===== src/rtl/uart_alu_cmd_if_if.sv =====
// -----------------------------------------------------------------------------
// uart_alu_cmd_if_if
//
// Bundle of the signals between the UART command decoder and its
// surroundings: UART receiver, UART transmitter and ALU.
//
// Parameters:
//   DBIT - UART data width in bits
//   W    - ALU operand/result width (a multiple of DBIT)
//
// Members (named from the decoder's point of view):
//   i_rx_data  [DBIT] received byte, valid while i_rx_valid is high
//   i_rx_valid        one-cycle strobe marking a received byte
//   i_result   [W]    ALU result, combinational from o_A/o_B/o_op
//   i_tx_done         one-cycle strobe, transmitter finished current byte
//   o_A, o_B   [W]    registered operands
//   o_op       [DBIT] registered opcode
//   o_tx_data  [DBIT] byte to transmit
//   o_tx_start        one-cycle strobe starting a transmission
//   o_busy            decoder is not idle
//   o_err             one-cycle protocol error pulse
//
// Modports:
//   slave  - the decoder (uart_alu_cmd_if)
//   master - the environment driving the decoder
// -----------------------------------------------------------------------------
interface uart_alu_cmd_if_if #(
    parameter int DBIT = 8,
    parameter int W    = 16
);
    logic [DBIT-1:0] i_rx_data;
    logic            i_rx_valid;
    logic [W-1:0]    i_result;
    logic            i_tx_done;
    logic [W-1:0]    o_A;
    logic [W-1:0]    o_B;
    logic [DBIT-1:0] o_op;
    logic [DBIT-1:0] o_tx_data;
    logic            o_tx_start;
    logic            o_busy;
    logic            o_err;

    modport slave (
        input  i_rx_data, i_rx_valid, i_result, i_tx_done,
        output o_A, o_B, o_op, o_tx_data, o_tx_start, o_busy, o_err
    );

    modport master (
        output i_rx_data, i_rx_valid, i_result, i_tx_done,
        input  o_A, o_B, o_op, o_tx_data, o_tx_start, o_busy, o_err
    );
endinterface


===== src/rtl/uart_alu_cmd_if.sv =====
// -----------------------------------------------------------------------------
// uart_alu_cmd_if
//
// Command decoder between a UART receiver/transmitter and an ALU.
// - Command bytes select what the following bytes load: operand A or B
//   (NB = W/DBIT bytes each, least significant byte first) or the opcode
//   (one byte).
// - A result request sends the ALU result back as NB bytes, least
//   significant byte first. If any of A, B or OP has never been loaded,
//   a single NAK byte is sent instead.
// - Unknown commands and bytes that arrive while a result is being sent
//   raise a one-cycle o_err pulse. Bytes arriving during a transmission
//   are dropped.
//
// Ports:
//   clk - system clock
//   rst - synchronous, active-low reset
//   bus - uart_alu_cmd_if_if.slave (rx byte/strobe, ALU result, tx done in;
//         operands, opcode, tx byte/start, busy, error out)
//
// Build option:
//   UART_ALU_TIMEOUT_EN - when defined, an operand/opcode load that sees no
//   byte for TIMEOUT cycles is abandoned with an o_err pulse; the previously
//   committed operands, opcode and valid flags are kept.
// -----------------------------------------------------------------------------
module uart_alu_cmd_if #(
    parameter int              DBIT    = 8,
    parameter int              W       = 16,
    parameter logic [DBIT-1:0] CMD_A   = 8'h01,
    parameter logic [DBIT-1:0] CMD_B   = 8'h02,
    parameter logic [DBIT-1:0] CMD_OP  = 8'h03,
    parameter logic [DBIT-1:0] CMD_R   = 8'h04,
    parameter logic [DBIT-1:0] NAK     = 8'hFF,
    parameter int              TIMEOUT = 1000
) (
    input logic             clk,
    input logic             rst,
    uart_alu_cmd_if_if.slave bus
);
    localparam int NB  = W / DBIT;
    // Byte index inside an operand; kept at least one bit wide for NB = 1.
    localparam int BCW = (NB > 1) ? $clog2(NB) : 1;
    // Remaining bytes to transmit, must be able to hold NB itself.
    localparam int TCW = $clog2(NB + 1);

    // Parameter sanity, caught at elaboration.
    if ((W % DBIT) != 0 || W < DBIT) begin : g_bad_width
        $error("uart_alu_cmd_if: W must be a non-zero multiple of DBIT");
    end
    if (TIMEOUT < 2) begin : g_bad_timeout
        $error("uart_alu_cmd_if: TIMEOUT must be at least 2");
    end

    typedef enum logic [2:0] {
        ST_IDLE,
        ST_LOAD_A,
        ST_LOAD_B,
        ST_LOAD_OP,
        ST_TX_LOAD,
        ST_TX_WAIT
    } state_t;

    state_t          state_reg;
    logic [BCW-1:0]  byte_cnt_reg;
    logic [TCW-1:0]  tx_cnt_reg;
    logic [W-1:0]    shift_reg;
    logic [W-1:0]    staging_reg;
    logic [W-1:0]    staging_next;
    logic [W-1:0]    a_reg;
    logic [W-1:0]    b_reg;
    logic [DBIT-1:0] op_reg;
    logic [DBIT-1:0] tx_data_reg;
    logic            tx_start_reg;
    logic            err_reg;
    logic            valid_a_reg;
    logic            valid_b_reg;
    logic            valid_op_reg;

`ifdef UART_ALU_TIMEOUT_EN
    localparam int TOW = $clog2(TIMEOUT);
    logic [TOW-1:0]  to_cnt_reg;
`endif

    // Staging register with the current rx byte dropped into the lane
    // selected by the byte counter. Committing staging_next (rather than
    // staging_reg) lets the last byte reach o_A/o_B in the same edge.
    genvar gi;
    generate
        for (gi = 0; gi < NB; gi++) begin : g_lane
            assign staging_next[gi*DBIT +: DBIT] =
                (byte_cnt_reg == BCW'(gi)) ? bus.i_rx_data
                                           : staging_reg[gi*DBIT +: DBIT];
        end
    endgenerate

    always_ff @(posedge clk) begin
        if (!rst) begin
            state_reg    <= ST_IDLE;
            byte_cnt_reg <= '0;
            tx_cnt_reg   <= '0;
            shift_reg    <= '0;
            staging_reg  <= '0;
            a_reg        <= '0;
            b_reg        <= '0;
            op_reg       <= '0;
            tx_data_reg  <= '0;
            tx_start_reg <= 1'b0;
            err_reg      <= 1'b0;
            valid_a_reg  <= 1'b0;
            valid_b_reg  <= 1'b0;
            valid_op_reg <= 1'b0;
`ifdef UART_ALU_TIMEOUT_EN
            to_cnt_reg   <= '0;
`endif
        end else begin
            // Strobes are single-cycle by default.
            tx_start_reg <= 1'b0;
            err_reg      <= 1'b0;

            case (state_reg)
                ST_IDLE: begin
                    if (bus.i_rx_valid) begin
                        if (bus.i_rx_data == CMD_A) begin
                            state_reg    <= ST_LOAD_A;
                            byte_cnt_reg <= '0;
                        end else if (bus.i_rx_data == CMD_B) begin
                            state_reg    <= ST_LOAD_B;
                            byte_cnt_reg <= '0;
                        end else if (bus.i_rx_data == CMD_OP) begin
                            state_reg    <= ST_LOAD_OP;
                        end else if (bus.i_rx_data == CMD_R) begin
                            if (valid_a_reg && valid_b_reg && valid_op_reg) begin
                                // Snapshot now so later ALU input changes
                                // cannot corrupt bytes already queued.
                                shift_reg  <= bus.i_result;
                                tx_cnt_reg <= TCW'(NB);
                            end else begin
                                shift_reg  <= W'(NAK);
                                tx_cnt_reg <= TCW'(1);
                            end
                            state_reg <= ST_TX_LOAD;
                        end else begin
                            err_reg <= 1'b1;
                        end
                    end
                end

                ST_LOAD_A, ST_LOAD_B: begin
                    if (bus.i_rx_valid) begin
                        staging_reg <= staging_next;
                        if (byte_cnt_reg == BCW'(NB - 1)) begin
                            if (state_reg == ST_LOAD_A) begin
                                a_reg       <= staging_next;
                                valid_a_reg <= 1'b1;
                            end else begin
                                b_reg       <= staging_next;
                                valid_b_reg <= 1'b1;
                            end
                            state_reg <= ST_IDLE;
                        end else begin
                            byte_cnt_reg <= byte_cnt_reg + 1'b1;
                        end
                    end
                end

                ST_LOAD_OP: begin
                    if (bus.i_rx_valid) begin
                        op_reg       <= bus.i_rx_data;
                        valid_op_reg <= 1'b1;
                        state_reg    <= ST_IDLE;
                    end
                end

                ST_TX_LOAD: begin
                    tx_data_reg  <= shift_reg[DBIT-1:0];
                    tx_start_reg <= 1'b1;
                    state_reg    <= ST_TX_WAIT;
                    if (bus.i_rx_valid) begin
                        err_reg <= 1'b1;
                    end
                end

                ST_TX_WAIT: begin
                    // Overrun is flagged but a coincident tx_done still
                    // advances the transmission.
                    if (bus.i_rx_valid) begin
                        err_reg <= 1'b1;
                    end
                    if (bus.i_tx_done) begin
                        tx_cnt_reg <= tx_cnt_reg - 1'b1;
                        if (tx_cnt_reg == TCW'(1)) begin
                            state_reg <= ST_IDLE;
                        end else begin
                            shift_reg <= shift_reg >> DBIT;
                            state_reg <= ST_TX_LOAD;
                        end
                    end
                end

                default: begin
                    state_reg <= ST_IDLE;
                end
            endcase

`ifdef UART_ALU_TIMEOUT_EN
            // Inter-byte watchdog for the load states. Held at zero
            // elsewhere, so it always starts from zero on command entry.
            // Expiry overrides the case above; no byte arrived this cycle,
            // so no commit can be in flight.
            if (state_reg == ST_LOAD_A || state_reg == ST_LOAD_B ||
                state_reg == ST_LOAD_OP) begin
                if (bus.i_rx_valid) begin
                    to_cnt_reg <= '0;
                end else if (to_cnt_reg == TOW'(TIMEOUT - 1)) begin
                    to_cnt_reg  <= '0;
                    err_reg     <= 1'b1;
                    staging_reg <= '0;
                    state_reg   <= ST_IDLE;
                end else begin
                    to_cnt_reg <= to_cnt_reg + 1'b1;
                end
            end else begin
                to_cnt_reg <= '0;
            end
`endif
        end
    end

    assign bus.o_A        = a_reg;
    assign bus.o_B        = b_reg;
    assign bus.o_op       = op_reg;
    assign bus.o_tx_data  = tx_data_reg;
    assign bus.o_tx_start = tx_start_reg;
    assign bus.o_err      = err_reg;
    assign bus.o_busy     = (state_reg != ST_IDLE);

endmodule


===== src/flat_wrapper.sv =====
// flat-port wrapper written by rule: the top's interface ports become plain ports
module uart_alu_cmd_if_flat 
#(
    parameter int              DBIT    = 8,
    parameter int              W       = 16,
    parameter logic [DBIT-1:0] CMD_A   = 8'h01,
    parameter logic [DBIT-1:0] CMD_B   = 8'h02,
    parameter logic [DBIT-1:0] CMD_OP  = 8'h03,
    parameter logic [DBIT-1:0] CMD_R   = 8'h04,
    parameter logic [DBIT-1:0] NAK     = 8'hFF,
    parameter int              TIMEOUT = 1000
)
  (clk, rst, bus_i_rx_data, bus_i_rx_valid, bus_i_result, bus_i_tx_done, bus_o_A, bus_o_B, bus_o_op, bus_o_tx_data, bus_o_tx_start, bus_o_busy, bus_o_err);
  uart_alu_cmd_if_if #(.DBIT(DBIT), .W(W)) bus_i ();
  input logic clk;
  input logic rst;
  input wire logic [$bits(bus_i.i_rx_data)-1:0] bus_i_rx_data;
  input wire logic [$bits(bus_i.i_rx_valid)-1:0] bus_i_rx_valid;
  input wire logic [$bits(bus_i.i_result)-1:0] bus_i_result;
  input wire logic [$bits(bus_i.i_tx_done)-1:0] bus_i_tx_done;
  output wire logic [$bits(bus_i.o_A)-1:0] bus_o_A;
  output wire logic [$bits(bus_i.o_B)-1:0] bus_o_B;
  output wire logic [$bits(bus_i.o_op)-1:0] bus_o_op;
  output wire logic [$bits(bus_i.o_tx_data)-1:0] bus_o_tx_data;
  output wire logic [$bits(bus_i.o_tx_start)-1:0] bus_o_tx_start;
  output wire logic [$bits(bus_i.o_busy)-1:0] bus_o_busy;
  output wire logic [$bits(bus_i.o_err)-1:0] bus_o_err;
  assign bus_i.i_rx_data = bus_i_rx_data;
  assign bus_i.i_rx_valid = bus_i_rx_valid;
  assign bus_i.i_result = bus_i_result;
  assign bus_i.i_tx_done = bus_i_tx_done;
  assign bus_o_A = bus_i.o_A;
  assign bus_o_B = bus_i.o_B;
  assign bus_o_op = bus_i.o_op;
  assign bus_o_tx_data = bus_i.o_tx_data;
  assign bus_o_tx_start = bus_i.o_tx_start;
  assign bus_o_busy = bus_i.o_busy;
  assign bus_o_err = bus_i.o_err;
  uart_alu_cmd_if #(.DBIT(DBIT), .W(W), .CMD_A(CMD_A), .CMD_B(CMD_B), .CMD_OP(CMD_OP), .CMD_R(CMD_R), .NAK(NAK), .TIMEOUT(TIMEOUT)) u_core (.clk(clk), .rst(rst), .bus(bus_i));
endmodule

===== config.mk =====
export PLATFORM = sky130hd
export DESIGN_NAME = uart_alu_cmd_if_flat
export DESIGN_NICKNAME = d
export VERILOG_FILES = /design/src/rtl/uart_alu_cmd_if_if.sv /design/src/rtl/uart_alu_cmd_if.sv /design/src/flat_wrapper.sv
export SDC_FILE = /design/constraint.sdc
export NUM_CORES = 1
export LEC_CHECK = 0
export BUFFER_PORTS_ARGS = -buffer_cell sky130_fd_sc_hd__clkbuf_2
export CAP_MARGIN = 20
export CORE_AREA = 3 3 89 91
export CTS_BUF_LIST = sky130_fd_sc_hd__clkbuf_4 sky130_fd_sc_hd__clkbuf_8 sky130_fd_sc_hd__clkbuf_16
export CTS_CLUSTER_DIAMETER = 40
export DETAILED_ROUTE_END_ITERATION = 12
export DIE_AREA = 0 0 92 94
export PLACE_DENSITY_LB_ADDON = 0.25
export SLEW_MARGIN = 15
export SYNTH_ARGS = -nofsm -noshare
export SYNTH_HDL_FRONTEND = slang
export SYNTH_SLANG_ARGS = --single-unit

===== constraint.sdc =====
create_clock -name clk -period 2.6 [get_ports clk]
set_input_delay 0 -clock clk [delete_from_list [all_inputs] [get_ports clk]]
set_output_delay 0 -clock clk [all_outputs]
set_load 0.01 [all_outputs]

# --- Word-level counts from Yosys, hierarchy flattened ---
# Cells that the tools add are included.
classes:
  n_reduce_logical: 16
  n_eq_ne: 22
  n_addsub: 2
  n_bitwise: 1
  muxes: 44
op_table:
  columns: ["cell", "count"]
  rows:
  - ["2-to-1 mux 16 bit", 8]
  - ["case mux 16 bit (2 select lines)", 1]
  - ["2-to-1 mux 3 bit", 10]
  - ["equality test 8 x 2 -> 1 bit (second input constant)", 2]
  - ["2-to-1 mux 8 bit", 2]
  - ["!= test 2 bit (second input constant)", 8]
  - ["case mux 3 bit (5 select lines)", 1]
  - ["2-to-1 mux 2 bit", 7]
  - ["2-to-1 mux 1 bit", 12]
  - ["AND reduction 4 bit", 3]
  - ["equality test 8 x 1 -> 1 bit (second input constant)", 1]
  - ["equality test 8 x 3 -> 1 bit (second input constant)", 1]
  - ["AND reduction 8 bit", 1]
  - ["AND reduction 7 bit", 1]
  - ["equality test 3 x 2 -> 1 bit (second input constant)", 2]
  - ["equality test 3 bit (second input constant)", 2]
  - ["AND reduction 6 bit", 1]
  - ["!= test 5 x 1 -> 1 bit (second input constant)", 1]
  - ["!= test 2 x 1 -> 1 bit (second input constant)", 2]
  - ["case mux 1 bit (2 select lines)", 2]
  - ["case mux 2 bit (2 select lines)", 1]
  - ["AND reduction 2 bit", 2]
  - ["nonzero test 2 bit", 2]
  - ["OR reduction 2 bit", 2]
  - ["9 further kinds", 10]
totals:
  wordCells: 99
  register_bits: 91
  input_bits: 28

# --- Longest topological paths before layout ---
logic_depth:
  word_depth: 9
  mapped_depth: 7
  ltp_nobuf: 6

# --- Worst setup path before layout ---
# No wires, ideal clock.
synth_path:
  path_kind: "reg2reg"
  start: "register u_core.state_reg[2]"
  end: "register u_core.shift_reg[2]"
  path_stages_with_launch: 8
  path_buffers: 2
  synth_period_minus_slack_ps: 1887
  arrival_time_ps: 1769
  setup_slack_ps: 713
  cell_sequence: "dfxtp_1 clkbuf_1 or4b_1 nor4_2 o221ai_4 buf_6 nand3_1 o21ai_1"
synth_between:
  elab_chain_len: 3
  elab_cells_between_ends: 12
synth_lines:
  columns: ["element", "line", "source"]
  rows:
  - ["start, declared", "uart_alu_cmd_if.sv:63", "state_t state_reg;"]
  - ["start signal, assigned", "uart_alu_cmd_if.sv:98", "state_reg <= ST_IDLE;"]
  - ["start signal, assigned", "uart_alu_cmd_if.sv:124", "state_reg <= ST_LOAD_A;"]
  - ["start signal, assigned", "uart_alu_cmd_if.sv:127", "state_reg <= ST_LOAD_B;"]
  - ["equality test 3 bit / zero test 3 bit (equally long branches)", "uart_alu_cmd_if.sv:120", "case (state_reg)"]
  - ["!= test 2 bit (no line), or another cell as far along", null, null]
  - ["AND reduction 8 bit (no line)", null, null]
  - ["end signal, assigned", "uart_alu_cmd_if.sv:135", "shift_reg <= bus.i_result;"]
  - ["end signal, assigned", "uart_alu_cmd_if.sv:138", "shift_reg <= W'(NAK);"]
  - ["end signal, assigned", "uart_alu_cmd_if.sv:194", "shift_reg <= shift_reg >> DBIT;"]
  - ["end, declared", "uart_alu_cmd_if.sv:66", "logic [W-1:0] shift_reg;"]
# Parallel ways exist; a longest one is shown, timed or not.
# A chain may end at the register's enable or synchronous reset.

# --- Worst setup path in the final report ---
layout_path:
  start: "register u_core.state_reg[0]"
  end: "register u_core.shift_reg[4]"
# Same word-level chain as after synthesis.

==> impl_metrics.yaml <==
status:
  status: "finished clean"
floorplan:
  dieArea_um2: 8650
  die_h_um: 94
  coreArea_um2: 7210
  start_util_pct: 53.1
  io_pins: 79
  num_rows: 31
  die_x_um: 92
place:
  gp_congestion: 0.814
  place_hpwl_um: 5820
  port_buffers: 78
global_route:
  use_met3_pct: 5.93
  antenna_found_initial: 0
  busiest_layer: "met2"
  grt_max_degree: 51
  grt_pass1_vias: 3088
  grt_pass1_wl_um: 15000
  grtUsageMet1_pct: 27.6
  use_met2_pct: 36.0
  grt_usage_pct: 21.8
  grt_overflow: 0
sta:
  period_needed_ns: 2.33
  fin_setup_tns_ns: 0
  tightest_slew_ns: 0.797
  post-route-period-util_pct: 89.6
  whs_ns: 0.0331
  drv_slew: 0
  rsz0062_at_grt: "false"
  finalSetupViolCount: 0
  hold_violations: 0
  skew_ns: 0.00716
  max_slew_margin_pct: 46.9
  max_clock_freq_mhz: 429
cells_and_area:
  fill_cells: 624
  antenna-diode-count: 0
  syn2layout_area_growth_pct: 21.2
  final_nets: 519
  multi_input_comb_area_um2: 1850
  final-seq-area_um2: 1820
  drive_gt1_share_pct: 22.6
routing:
  viasPerCell: 5.42
  drc: 0
  drtIter0Drc: 194
  finalWirelength_um: 9010
  drtPass1Iterations: 5
  ant_nets: 0
  wl_per_cell_um: 15.2
  vias: 3217
logic_synthesis:
  syn_nets: 437
  synth-seq-cells: 91
  yosys.area.top_type: "dfxtp_1"
  synthCells: 408
  synth.avg_cell_area_um2: 9.39
  synth-seq-area-share_pct: 47.6
  ys.flop_type: "dfxtp_1"
  ys_warn_count: 0
  synth_area_leaders: "dfxtp_1 48%, mux2i_1 9.1%, o211a_1 8.4%"
  async_reset_ff_share_pct: 0
  synth-edff-count: 0
  synth_cell_type_count: 43
  synth_top_area_share_pct: 47.6
  synth_area_um2: 3830
pwr:
  vdd_drop_max_v: 0.000311
  combPwrFrac_pct: 5.3
  power_uw: 2440
  intPower_uw: 1860
  p_leak_uw: 0.00213
  p_seq_share_pct: 57.2
  clock_power_share_pct: 37.5
  power_density_nw_per_um2: 525
  power.switching_uw: 583
  switching_share_pct: 23.9
clocking:
  htree_levels: 3
  clkTransAtPathRegs_ns: 0.09
  cts_buffers: 9
  cts_tree: "done"
  clockBufferDepth: 2
  ctsResizeCount: 0
  worstSkewPairLatency_ns: 0.36
  cts_root_buffer: "clkbuf_8"
  clock_sinks: 91
  cts_setup_buffers: 0
worst_setup_path:
  crit_arrival_ns: 2.61
  critPathLaunchType: "flip-flop"
  cp-end-kind: "flip-flop"
  rrSetupSlack_ns: 0.27
  cp_slowest_cell: "or4_4"
  crit_fanout: 32
  worstPathCellList: "nor3_1 -> inv_1 -> or4_4 -> o221ai_4 -> buf_4 -> nand3_1 -> o21ai_1"
  critPathMaxStageDelay_ns: 0.51
  critPathKind: "reg2reg"
  required_ns: 2.88
worst_hold_path:
  hold_path_class: "in2reg"
run:
  cap_violations: 0
-- metrics by stage --
step	utilization, %	setup WS [ns]	instances	instance area, µm²
finish	64.4	0.271	594	4640
global route	64.4	0.101	594	4640
detailed placement	59.1	0.359	559	4270
global placement	59.1	0.444	559	4270
CTS	64.4	0.304	594	4640
floorplan	-	0.713	408	3830
-- Yosys cell counts (2+ instances only) --
master / n
mux2i_1: 35
nor2b_1: 17
or4_4: 2
nand3_1: 28
a31oi_1: 2
nor3_1: 4
a21oi_1: 5
o21ai_0: 3
nand4_1: 2
o21ai_1: 15
buf_1: 3
inv_1: 6
dfxtp_1: 91
o221ai_1: 8
clkbuf_1: 27
a21o_1: 2
o211a_1: 32
or2_2: 2
o21a_1: 3
a21boi_0: 16
buf_6: 2
nand2_1: 73
and3_1: 3
xor2_1: 2
nor2_1: 7
-- worst max-delay path: cells and delay by family (launching register included) --
kind                   cells  cell delay [ns]
AND/OR/NAND/NOR            3             1.05
flip-flops                 1             0.44
AO/OA/AOI/OAI              2             0.30
buffers and inverters      2             0.46
-- placed cells by master, fill, tap and decap left out, types with 3 or more instances in the layout --
| cell type | count |
|---|---|
| o211a_1 | 32 |
| nand2_1 | 73 |
| nor2b_1 | 17 |
| clkbuf_8 | 11 |
| o221ai_1 | 8 |
| clkbuf_2 | 77 |
| nor2_1 | 7 |
| a21oi_1 | 5 |
| mux2i_1 | 35 |
| buf_4 | 8 |
| dlygate4sd3_1 | 19 |
| o21ai_0 | 3 |
| nor3_1 | 3 |
| nand3_1 | 28 |
| o21ai_1 | 15 |
| and3_1 | 3 |
| o21a_1 | 3 |
| a21boi_0 | 16 |
| dfxtp_1 | 91 |
| inv_1 | 6 |
-- cell families after synthesis --
family | after synthesis | synth area share (%)
fa+ha+maj | 1 | 0.327
xor+xnor | 3 | 0.686
compound gates | 92 | 19.5
mux | 35 | 9.15
buf+inv | 40 | 4.44
flops | 91 | 47.6
simple gates | 146 | 18.3
-- routing by layer --
metal / up-vias / share of wire [%]
met3: 18 / 6.0
met2: 98 / 49
met4: 0 / 2.0
li1: 1602 / -
met1: 1499 / 43
met5: - / 0
-- power groups by stage --
| stage | logic (µW) | clock network (µW) | registers [µW] |
|---|---|---|---|
| after floorplan | 59.9 | 0 | 1430 |
| after global placement | 102 | 0 | 1430 |
| after detailed placement | 103 | 0 | 1430 |
| after CTS | 126 | 931 | 1390 |
| after global routing | 140 | 993 | 1400 |
| final | 129 | 915 | 1390 |
-- final timing paths --
| kind | startpoint | depth (start not counted) | endpoint |
|---|---|---|---|
| setup / recovery | u_core.state_reg[0] | 7 | u_core.shift_reg[4] |
| hold / removal | bus_i_result[0] | 3 | u_core.shift_reg[0] |
| hold reg to reg | u_core.bus.o_tx_data[6] | 2 | u_core.bus.o_tx_data[6] |
| setup reg to reg | u_core.state_reg[0] | 7 | u_core.shift_reg[4] |
-- timing repair --
action                                  4_1_cts  5_1_grt
hold buffers                                 19        0
endpoints found under the setup margin        0        0
hold endpoints to repair                     19        0
-- area by class of cell --
class | count | area share (%)
Clock buffer | 11 | 3.26
Inverter | 6 | 0.485
Multi-Input combinational cell | 277 | 39.8
Tap cell | 99 | 2.67
Clock inverter | 5 | 0.755
Timing Repair Buffer | 105 | 13.8
Sequential cell | 91 | 39.2
No activity file was read; power rests on OpenSTA's default activity.
